## src/rtl/seg7_decode_onehot_if.sv

```systemverilog
// Segment-bus bundle between a 7-segment source and the decoder.
// Latency: none (wires only).
// Backpressure: none; en is a sample-enable, not a handshake.
// Ports: h/en are driven by the source (master); code/y/valid/blank/err/changed
// (+ err_cnt when SEG7_DEC_ERRCNT_EN is defined) are driven by the decoder (slave).
interface seg7_decode_onehot_if;
  logic [6:0] h;        // segment pattern {g,f,e,d,c,b,a}
  logic       en;       // sample enable
  logic [2:0] code;     // committed digit value
  logic [7:0] y;        // one-hot of code when valid
  logic       valid;
  logic       blank;
  logic       err;
  logic       changed;
`ifdef SEG7_DEC_ERRCNT_EN
  logic [7:0] err_cnt;  // count of entries into the fault class

  modport master (output h, en,
                  input  code, y, valid, blank, err, changed, err_cnt);
  modport slave  (input  h, en,
                  output code, y, valid, blank, err, changed, err_cnt);
`else
  modport master (output h, en,
                  input  code, y, valid, blank, err, changed);
  modport slave  (input  h, en,
                  output code, y, valid, blank, err, changed);
`endif
endinterface

```

## src/rtl/seg7_decode_onehot.sv

```systemverilog
// Debounce a sampled 7-seg pattern, decode it to a 3-bit code + one-hot, flag blank/illegal.
// Latency: a pattern held with en=1 reaches the outputs on the (STABLE_CYCLES+1)th sampling edge.
// Backpressure: none; en=0 freezes sampling, debounce and outputs.
// Ports: clk, rst (sync, active-high), bus (slave modport: h, en in; code, y, valid,
// blank, err, changed out). Optional macro SEG7_DEC_ERRCNT_EN adds bus.err_cnt[7:0].
module seg7_decode_onehot #(
  parameter int STABLE_CYCLES = 4,
  parameter bit ACTIVE_LOW    = 1'b1
) (
  input logic                 clk,
  input logic                 rst,
  seg7_decode_onehot_if.slave bus
);

  localparam int CW = (STABLE_CYCLES > 1) ? $clog2(STABLE_CYCLES) : 1;
  localparam logic [CW-1:0] CNT_MAX = CW'(STABLE_CYCLES - 1);
  // Blank pattern in the wire polarity of the board.
  localparam logic [6:0] BLANK_PAT = ACTIVE_LOW ? 7'h7F : 7'h00;

  typedef enum logic [1:0] {S_BLANK, S_DIGIT, S_FAULT} state_t;

  logic [6:0]    h_q, h_d;
  logic [CW-1:0] cnt_q, cnt_d;
  state_t        state_q, state_d;
  logic [2:0]    code_q, code_d;
  logic [7:0]    y_q, y_d;
  logic          valid_q, valid_d;
  logic          blank_q, blank_d;
  logic          err_q, err_d;
  logic          changed_q, changed_d;
`ifdef SEG7_DEC_ERRCNT_EN
  logic [7:0]    err_cnt_q, err_cnt_d;
`endif

  logic       same;
  logic       commit;
  logic [6:0] pat_al;   // h_q normalised to active-low encoding
  logic       is_digit;
  logic       is_blank;
  logic [2:0] digit_val;

  // Decoder table is written in active-low form; flip the sample if the board is active-high.
  always_comb begin
    pat_al    = ACTIVE_LOW ? h_q : ~h_q;
    is_digit  = 1'b1;
    is_blank  = 1'b0;
    digit_val = 3'd0;
    case (pat_al)
      7'b1000000: digit_val = 3'd0;
      7'b1111001: digit_val = 3'd1;
      7'b0100100: digit_val = 3'd2;
      7'b0110000: digit_val = 3'd3;
      7'b0011001: digit_val = 3'd4;
      7'b0010010: digit_val = 3'd5;
      7'b0000010: digit_val = 3'd6;
      7'b1111000: digit_val = 3'd7;
      7'b1111111: begin
        is_digit = 1'b0;
        is_blank = 1'b1;
      end
      default:    is_digit = 1'b0;
    endcase
  end

  always_comb begin
    h_d       = h_q;
    cnt_d     = cnt_q;
    state_d   = state_q;
    code_d    = code_q;
    changed_d = 1'b0;
    same      = (bus.h == h_q);
    // Commit needs the current sample to match too, so a glitch arriving on the
    // saturating edge still blocks the update.
    commit    = bus.en && (cnt_q == CNT_MAX) && same;

    if (bus.en) begin
      h_d = bus.h;
      if (!same)                 cnt_d = '0;
      else if (cnt_q != CNT_MAX) cnt_d = cnt_q + 1'b1;
    end

    if (commit) begin
      if (is_digit) begin
        state_d = S_DIGIT;
        code_d  = digit_val;
      end else if (is_blank) begin
        state_d = S_BLANK;
      end else begin
        state_d = S_FAULT;
      end
      changed_d = (state_d != state_q) || (code_d != code_q);
    end

    valid_d = (state_d == S_DIGIT);
    blank_d = (state_d == S_BLANK);
    err_d   = (state_d == S_FAULT);
    y_d     = valid_d ? (8'b1 << code_d) : 8'h00;
  end

`ifdef SEG7_DEC_ERRCNT_EN
  always_comb begin
    err_cnt_d = err_cnt_q;
    if (commit && (state_d == S_FAULT) && (state_q != S_FAULT) && (err_cnt_q != 8'hFF))
      err_cnt_d = err_cnt_q + 8'd1;
  end
`endif

  always_ff @(posedge clk) begin
    if (rst) begin
      h_q       <= BLANK_PAT;
      cnt_q     <= '0;
      state_q   <= S_BLANK;
      code_q    <= 3'd0;
      y_q       <= 8'h00;
      valid_q   <= 1'b0;
      blank_q   <= 1'b1;
      err_q     <= 1'b0;
      changed_q <= 1'b0;
`ifdef SEG7_DEC_ERRCNT_EN
      err_cnt_q <= 8'h00;
`endif
    end else begin
      h_q       <= h_d;
      cnt_q     <= cnt_d;
      state_q   <= state_d;
      code_q    <= code_d;
      y_q       <= y_d;
      valid_q   <= valid_d;
      blank_q   <= blank_d;
      err_q     <= err_d;
      changed_q <= changed_d;
`ifdef SEG7_DEC_ERRCNT_EN
      err_cnt_q <= err_cnt_d;
`endif
    end
  end

  assign bus.code    = code_q;
  assign bus.y       = y_q;
  assign bus.valid   = valid_q;
  assign bus.blank   = blank_q;
  assign bus.err     = err_q;
  assign bus.changed = changed_q;
`ifdef SEG7_DEC_ERRCNT_EN
  assign bus.err_cnt = err_cnt_q;
`endif

endmodule
```

## src/flat_wrapper.sv

```systemverilog
// flat-port wrapper written by rule: the top's interface ports become plain ports
module seg7_decode_onehot_flat 
#(
  parameter int STABLE_CYCLES = 4,
  parameter bit ACTIVE_LOW    = 1'b1
)
  (clk, rst, bus_h, bus_en, bus_code, bus_y, bus_valid, bus_blank, bus_err, bus_changed);
  seg7_decode_onehot_if bus_i ();
  input logic clk;
  input logic rst;
  input wire logic [$bits(bus_i.h)-1:0] bus_h;
  input wire logic [$bits(bus_i.en)-1:0] bus_en;
  output wire logic [$bits(bus_i.code)-1:0] bus_code;
  output wire logic [$bits(bus_i.y)-1:0] bus_y;
  output wire logic [$bits(bus_i.valid)-1:0] bus_valid;
  output wire logic [$bits(bus_i.blank)-1:0] bus_blank;
  output wire logic [$bits(bus_i.err)-1:0] bus_err;
  output wire logic [$bits(bus_i.changed)-1:0] bus_changed;
  assign bus_i.h = bus_h;
  assign bus_i.en = bus_en;
  assign bus_code = bus_i.code;
  assign bus_y = bus_i.y;
  assign bus_valid = bus_i.valid;
  assign bus_blank = bus_i.blank;
  assign bus_err = bus_i.err;
  assign bus_changed = bus_i.changed;
  seg7_decode_onehot #(.STABLE_CYCLES(STABLE_CYCLES), .ACTIVE_LOW(ACTIVE_LOW)) u_core (.clk(clk), .rst(rst), .bus(bus_i));
endmodule
```

## config.mk

```make
export PLATFORM = sky130hd
export DESIGN_NAME = seg7_decode_onehot_flat
export DESIGN_NICKNAME = d
export VERILOG_FILES = /design/src/rtl/seg7_decode_onehot_if.sv /design/src/rtl/seg7_decode_onehot.sv /design/src/flat_wrapper.sv
export SDC_FILE = /design/constraint.sdc
export NUM_CORES = 1
export LEC_CHECK = 0
export ABC_AREA = 1
export CAP_MARGIN = 10
export CORE_AREA = 4 4 68 58
export DETAILED_ROUTE_END_ITERATION = 8
export DIE_AREA = 0 0 72 62
export PLACE_DENSITY = 0.72
export SLEW_MARGIN = 5
export SYNTH_ARGS = -nofsm -noshare
export SYNTH_HDL_FRONTEND = slang
export SYNTH_SLANG_ARGS = --single-unit
```

## constraint.sdc

```tcl
create_clock -name clk -period 1.8 [get_ports clk]
set_clock_uncertainty 0.15 [all_clocks]
set_input_delay 0.45 -clock clk [delete_from_list [all_inputs] [get_ports clk]]
set_output_delay 0.45 -clock clk [all_outputs]
set_load 0.01 [all_outputs]
```

==> results of run 1 <==
[cell type report]
class                      count  area [um^2]  share of cell area
sequential                    26          544               0.248
clock buffer                   3         41.3              0.0188
tap                           42         52.6              0.0239
inverter                      30          118              0.0535
multi-input combinational    181         1010               0.462
timing repair buffer          49          427               0.194
[worst max-delay path by stage]
stage,end,depth (start not counted)
after floorplan,u_core.bus.y[0]$_SDFF_PP0_,7
after global placement,u_core.bus.y[2]$_SDFF_PP0_,14
final,u_core.bus.y[1]$_SDFF_PP0_,11
after global routing,u_core.bus.valid$_SDFF_PP0_,12
after CTS,u_core.bus.y[2]$_SDFF_PP0_,12
after detailed placement,u_core.bus.y[2]$_SDFF_PP0_,14
[kinds of logic (layout without fill, tap and decap cells)]
group | after synthesis | count (layout)
adder cells (fa/ha/maj) | 1 | 1
AO/OA/AOI/OAI | 21 | 21
AND/OR/NAND/NOR | 158 | 158
buffers and inverters | 34 | 82
flip-flops | 26 | 26
XOR/XNOR | 1 | 1
[where the power goes]
part           internal, mW  leakage, nW  switching, mW
sequential            0.585        0.212         0.0205
clock                 0.150       0.0216          0.167
combinational        0.0796        0.878          0.108
[per-stage QoR]
| step | util | std cells | hold WS (ns) | cell area [um^2] | power, mW |
|---|---|---|---|---|---|
| after floorplan | - | 241 | 0.298 | 1470 | 0.702 |
| after global placement | 0.582 | 324 | 0.312 | 1910 | 0.767 |
| after detailed placement | 0.582 | 324 | 0.326 | 1910 | 0.769 |
| after CTS | 0.615 | 329 | 0.339 | 2020 | 1.10 |
| after global routing | 0.670 | 331 | 0.311 | 2200 | 1.17 |
| final | 0.670 | 331 | 0.297 | 2200 | 1.11 |
[registers in the layout (all words and copies together) (netlist names)]
name	count
u_core.h_q	7
u_core.state_q	2
u_core.bus.blank	1
u_core.bus.code	3
u_core.bus.err	1
u_core.bus.changed	1
u_core.cnt_q	2
u_core.bus.y	8
u_core.bus.valid	1
[layer usage]
metal,part of all wire,track usage
met3,0.051,0.0354
met2,0.48,0.262
met5,0,0
met4,0.014,0.0349
met1,0.45,0.224
[synth_stat cells (3+ instances only)]
| cell | number |
|---|---|
| clkbuf_1 | 3 |
| o21ai_0 | 9 |
| nand2_2 | 3 |
| nand3_1 | 9 |
| nand2_1 | 91 |
| inv_1 | 28 |
| dfxtp_1 | 26 |
| nor3_1 | 3 |
| nand3_2 | 3 |
| a21oi_1 | 9 |
| nor2_1 | 39 |
| nor2_2 | 3 |
| nand4_1 | 3 |
[tightest hold or removal path: stages]
cell and delay (ns):
clkbuf_2 0.10, a21oi_1 0.06, o21ai_0 0.06
[cells in the final DEF (no fill, tap or decap), types with 8 or more instances in the layout]
cell,synthesis,layout
nand2_1,91,69
inv_1,28,23
nand2_2,3,22
nor2_1,39,22
buf_4,0,22
dfxtp_1,26,19
nor2_2,3,16
clkdlybuf4s50_1,0,13
a21oi_1,9,9
o21ai_0,9,8
[repair_timing]
| action | in CTS | in global routing |
|---|---|---|
| hold buffers | 0 | 0 |
| endpoints found under the setup margin | 21 | 20 |
| resized for setup | 29 | 66 |
| setup buffers | 2 | 2 |
| hold endpoints to repair | 0 | 0 |
| pin swaps | 12 | 16 |
==> impl_metrics.tcl, run 1 <==
set metrics [dict create \
    grt.overflow.total 0 \
    dp_hpwl_um 2550 \
    synth_top_area_cell "dfxtp_1" \
    synth_top_area_share 0.353 \
    post-route-period-util 1.02 \
    drive_gt1_frac 0.356 \
    synth_xor_area_frac 0.00594 \
    holdCritStartpoint "bus_h[3]" \
    drc 0 \
    routed_wirelength_um 3770 \
    clkLatencyLatePin_ns 0.26 \
    cts_inserted_buffers 3 \
    synth_warnings 0 \
    drtAntennaViolNets 0 \
    synth_top_family_by_area "simple AND/OR/NAND/NOR gates" \
    die_w_um 72 \
    whs_endpoint "u_core.h_q[3]$_SDFFE_PP1P_" \
    crit_fanout 7 \
    hold_violations 0 \
    leakage_nw 1.11 \
    tns_ns -0.0760 \
    io_pins 25 \
    cts.sinks 26 \
    synth_nets 252 \
    antenna_found_initial 0 \
    slew_viol_final 0 \
    synth-edff-count 0 \
    maxClockFrequency_mhz 547 \
    grt_max_degree 18 \
    vias_per_cell 4.85 \
    synthArstFlopShare 0 \
    cts_tree "done" \
    ys_ff_latch 26 \
    ys.flop_type "dfxtp_1" \
    htree_levels 1 \
    syn_to_final_growth_pct 49.1 \
    crit_path_start "u_core.h_q[4]$_SDFFE_PP1P_" \
    worstMarginPinSlew_ns 0.267 \
    critPathCaptureType "flop" \
    drv_cap 0 \
    netlist_area_um2 1470 \
    crit_chain "nor2_1 > nand2_1 > inv_1 > nand2_1 > nand2_2 > nor2_4 > nand2_4 > nand2_4 > a21oi_4 > nand3_2 > nor2_1" \
    rsz0062_at_grt "true" \
    slew_headroom 0.821 \
    n_antenna_cell 0 \
    synth_compound_gate_area_share 0.0806 \
    cpMaxStageDelayCell "dfxtp_4" \
    synthMuxAreaShare 0 \
    power_density_nw_per_um2 505 \
    rows 19 \
    drt-pass1-iter-count 4 \
    cts_max_path_buffers 2 \
    vias 1606 \
    grt_pass1_vias 1370 \
    critPathKind "flop to flop" \
    hold_path_depth 3 \
    routedWlPerCell_um 11.4 \
    dieArea_um2 4460 \
    irDropWorstVdd_mv 0.520 \
    hold_path.class "primary input to flop" \
    synthAdderAreaFrac 0.00849 \
    cts_root_buf "clkbuf_8" \
    core-area_um2 3280 \
    numPortBuffers 24 \
    period_minus_slack_ns 1.83 \
    failed_checks "negative setup slack" \
    syn_area_per_cell_um2 6.12 \
    cpLargestDelayFamily "simple AND/OR/NAND/NOR gates" \
    synth_area_leaders "dfxtp_1, nand2_1, nor2_1, inv_1, a21oi_1" \
    initial_core_util 0.449 \
    path_clk_slew_ns 0.08 \
    regToRegSetupSlack_ns -0.03 \
    globalplace.congestion 0.869 \
    grt_use_total 0.162 \
    required_ns 1.86 \
    yosys.area_share.simple 0.464 \
    max_stage_delay_ns 0.37 \
    grt_pass1_wl_um 5710 \
    yosysSeqAreaShare 0.353 \
    pre_cts_ws_ns -0.573 \
    start_kind "flop" \
    cp.arrival_ns 1.89 \
    nNetsFinal 302 \
    synthDistinctLibCells 23 \
    fin_ws_ns -0.0297 \
    status "complete, but fails checks" \
    setup_viol 5 \
    die_h_um 62 \
    reg2reg_to "u_core.bus.y[1]$_SDFF_PP0_" \
    synthCells 241 \
    first_iter_violations 149 \
    reg2reg_from "u_core.h_q[4]$_SDFFE_PP1P_" \
    crit_buf_inv 1 \
    reg2reg_depth 11 \
    fillCellCount 274 \
]
Power figures use the tool's default switching activity.
==> run 2: changes to the inputs <==
- TNS_END_PERCENT: unset -> 5
==> run 2 against run 1 <==
Effect of this change:
- core utilization down 2.8 points
- hold slack better by 0.037 ns
- critical path type is now primary input to flop
- the flow now finishes without violations
- non-clock buffer count down 1
- total power down 0.87%
- combinational power down 6%
- via count down 3.5%
==> impl_metrics.tcl, run 2 (synthesis gave the netlist of run 1 again) <==
set metrics [dict create \
    setup_viol 0 \
    cpMaxStageDelayCell "clkdlybuf4s50_1" \
    instances_no_fill 330 \
    dieArea_um2 4460 \
    dpl.cell_count 324 \
    critPathKind "primary input to flop" \
    slew_headroom 0.851 \
    routed_wirelength_um 3450 \
    htree_levels 1 \
    final_common_cell "nand2_1" \
    numPortBuffers 24 \
    required_ns 1.82 \
    critPathCaptureType "flop" \
    drive_gt1_frac 0.295 \
    io_pins 25 \
    reg2reg_to "u_core.bus.y[1]$_SDFF_PP0_" \
    cts.sinks 26 \
    core-area_um2 3280 \
    drtAntennaViolNets 0 \
    cp.depth 9 \
    post-route-period-util 0.992 \
    max_stage_delay_ns 0.52 \
    drc 0 \
    hold_violations 0 \
    crit_path_start "bus_en" \
    nNetsFinal 301 \
    critPathCapture "u_core.bus.y[1]$_SDFF_PP0_" \
    clkLatencyLatePin_ns 0.27 \
    leakage_nw 1.06 \
    dp_hpwl_um 2550 \
    fin_area_um2 2100 \
    status "completed" \
    globalplace.congestion 0.869 \
    path_clk_slew_ns 0.08 \
    reg2reg_from "u_core.h_q[1]$_SDFFE_PP1P_" \
    cts_inserted_buffers 3 \
    largest_reg_flops 8 \
    start_kind "primary input" \
    n_antenna_cell 0 \
    die_h_um 62 \
    crit_fanout 4 \
    rows 19 \
    cts_hold_buf 0 \
    reg2reg_depth 12 \
    grt_max_degree 18 \
    hold_path.class "flop to flop" \
    grt_use_total 0.162 \
    drv_cap 0 \
    worstMarginPinSlew_ns 0.222 \
    power_density_nw_per_um2 523 \
    grt_pass1_wl_um 5710 \
    first_iter_violations 79 \
    place_area_um2 1910 \
    cts_max_path_buffers 2 \
    antenna_found_initial 0 \
    cpMostUsedCell "nand2_2" \
    regToRegSetupSlack_ns 0.03 \
    cp.arrival_ns 1.80 \
    crit_buf_inv 3 \
    syn_to_final_growth_pct 42.8 \
    cts_root_buf "clkbuf_8" \
    routedWlPerCell_um 10.4 \
    slew_viol_final 0 \
    irDropWorstVdd_mv 0.520 \
    cpLargestDelayFamily "buffers and inverters" \
    rsz0062_at_grt "true" \
    die_w_um 72 \
    period_minus_slack_ns 1.79 \
    initial_core_util 0.449 \
    maxClockFrequency_mhz 560 \
    grt_pass1_vias 1370 \
    layout_common_cells "nand2_1, nor2_1, inv_1, buf_4, dfxtp_1" \
    crit_chain "clkdlybuf4s50_1 > nand2_2 > nor3_4 > buf_4 > nand2_1 > nand2_2 > inv_1 > nand3_2 > nor2_1" \
    grt.overflow.total 0 \
    vias 1549 \
    drt-pass1-iter-count 4 \
    vias_per_cell 4.69 \
    cts_tree "done" \
]
-- run 2: cell count changes in the layout (fill, tap and decap cells not counted), sizes merged --
cell	previous run	this run
dlygate4sd2	6	7
clkdlybuf4s50	13	14
buf	25	24
clkdlybuf4s15	1	2
dlymetal6s2s	2	1
clkbuf	5	3
-- run 2: how the worst min path moves through the flow --
| stage | slack [ns] | endpoint | startpoint | cells past startpoint |
|---|---|---|---|---|
| finish | 0.33 | u_core.cnt_q[1]$_SDFFE_PP0P_ | u_core.cnt_q[1]$_SDFFE_PP0P_ | 2 |
| CTS | 0.34 | u_core.cnt_q[1]$_SDFFE_PP0P_ | u_core.cnt_q[1]$_SDFFE_PP0P_ | 2 |
| global route | 0.37 | u_core.cnt_q[0]$_SDFFE_PP0P_ | u_core.cnt_q[0]$_SDFFE_PP0P_ | 2 |
| floorplan | 0.30 | u_core.cnt_q[1]$_SDFFE_PP0P_ | u_core.cnt_q[1]$_SDFFE_PP0P_ | 2 |
| detailed placement | 0.33 | u_core.cnt_q[1]$_SDFFE_PP0P_ | u_core.cnt_q[1]$_SDFFE_PP0P_ | 2 |
| global placement | 0.31 | u_core.cnt_q[1]$_SDFFE_PP0P_ | u_core.cnt_q[1]$_SDFFE_PP0P_ | 2 |
-- run 2: metal layers --
metal	part of all wire	GRT usage	vias to the layer above
met5	0	0	-
met4	0.0096	0.0349	0
met3	0.046	0.0354	4
met2	0.45	0.262	26
met1	0.50	0.224	688
li1	-	-	831
-- run 2: layout make-up --
type,count,area (um^2)
Fill cell,297,1180
Multi-Input combinational cell,181,945
Sequential cell,26,539
Timing Repair Buffer,48,414
Inverter,30,113
Tap cell,42,52.6
Clock buffer,3,41.3
-- run 2: metrics by stage --
stage / power [mW] / setup WS [ns] / TNS [ns] / utilization / hold WS, ns
finish: 1.10 / 0.0138 / 0 / 0.641 / 0.334
global route: 1.15 / -0.110 / -1.02 / 0.641 / 0.367
CTS: 1.10 / -0.00203 / -0.00203 / 0.615 / 0.339
detailed placement: 0.769 / -0.573 / -9.13 / 0.582 / 0.326
global placement: 0.767 / -0.544 / -8.93 / 0.582 / 0.312
floorplan: 0.702 / 0.0351 / 0 / - / 0.298
-- run 2: worst min-delay path: stages, from the launching register on --
cell and delay, ns:
dfxtp_1 0.33, nand2_1 0.06, a21oi_1 0.05
-- run 2: repair_timing --
item	in CTS	in global routing
buffers inserted	2	1
pin swaps	12	10
gates resized for setup	29	34
setup endpoints to repair	21	20
-- run 2: report_power, final --
| part | switching [mW] | internal, mW | total [mW] |
|---|---|---|---|
| registers | 0.0172 | 0.586 | 0.604 |
| clock network | 0.169 | 0.150 | 0.319 |
| logic | 0.101 | 0.0767 | 0.177 |
| total | 0.287 | 0.813 | 1.10 |
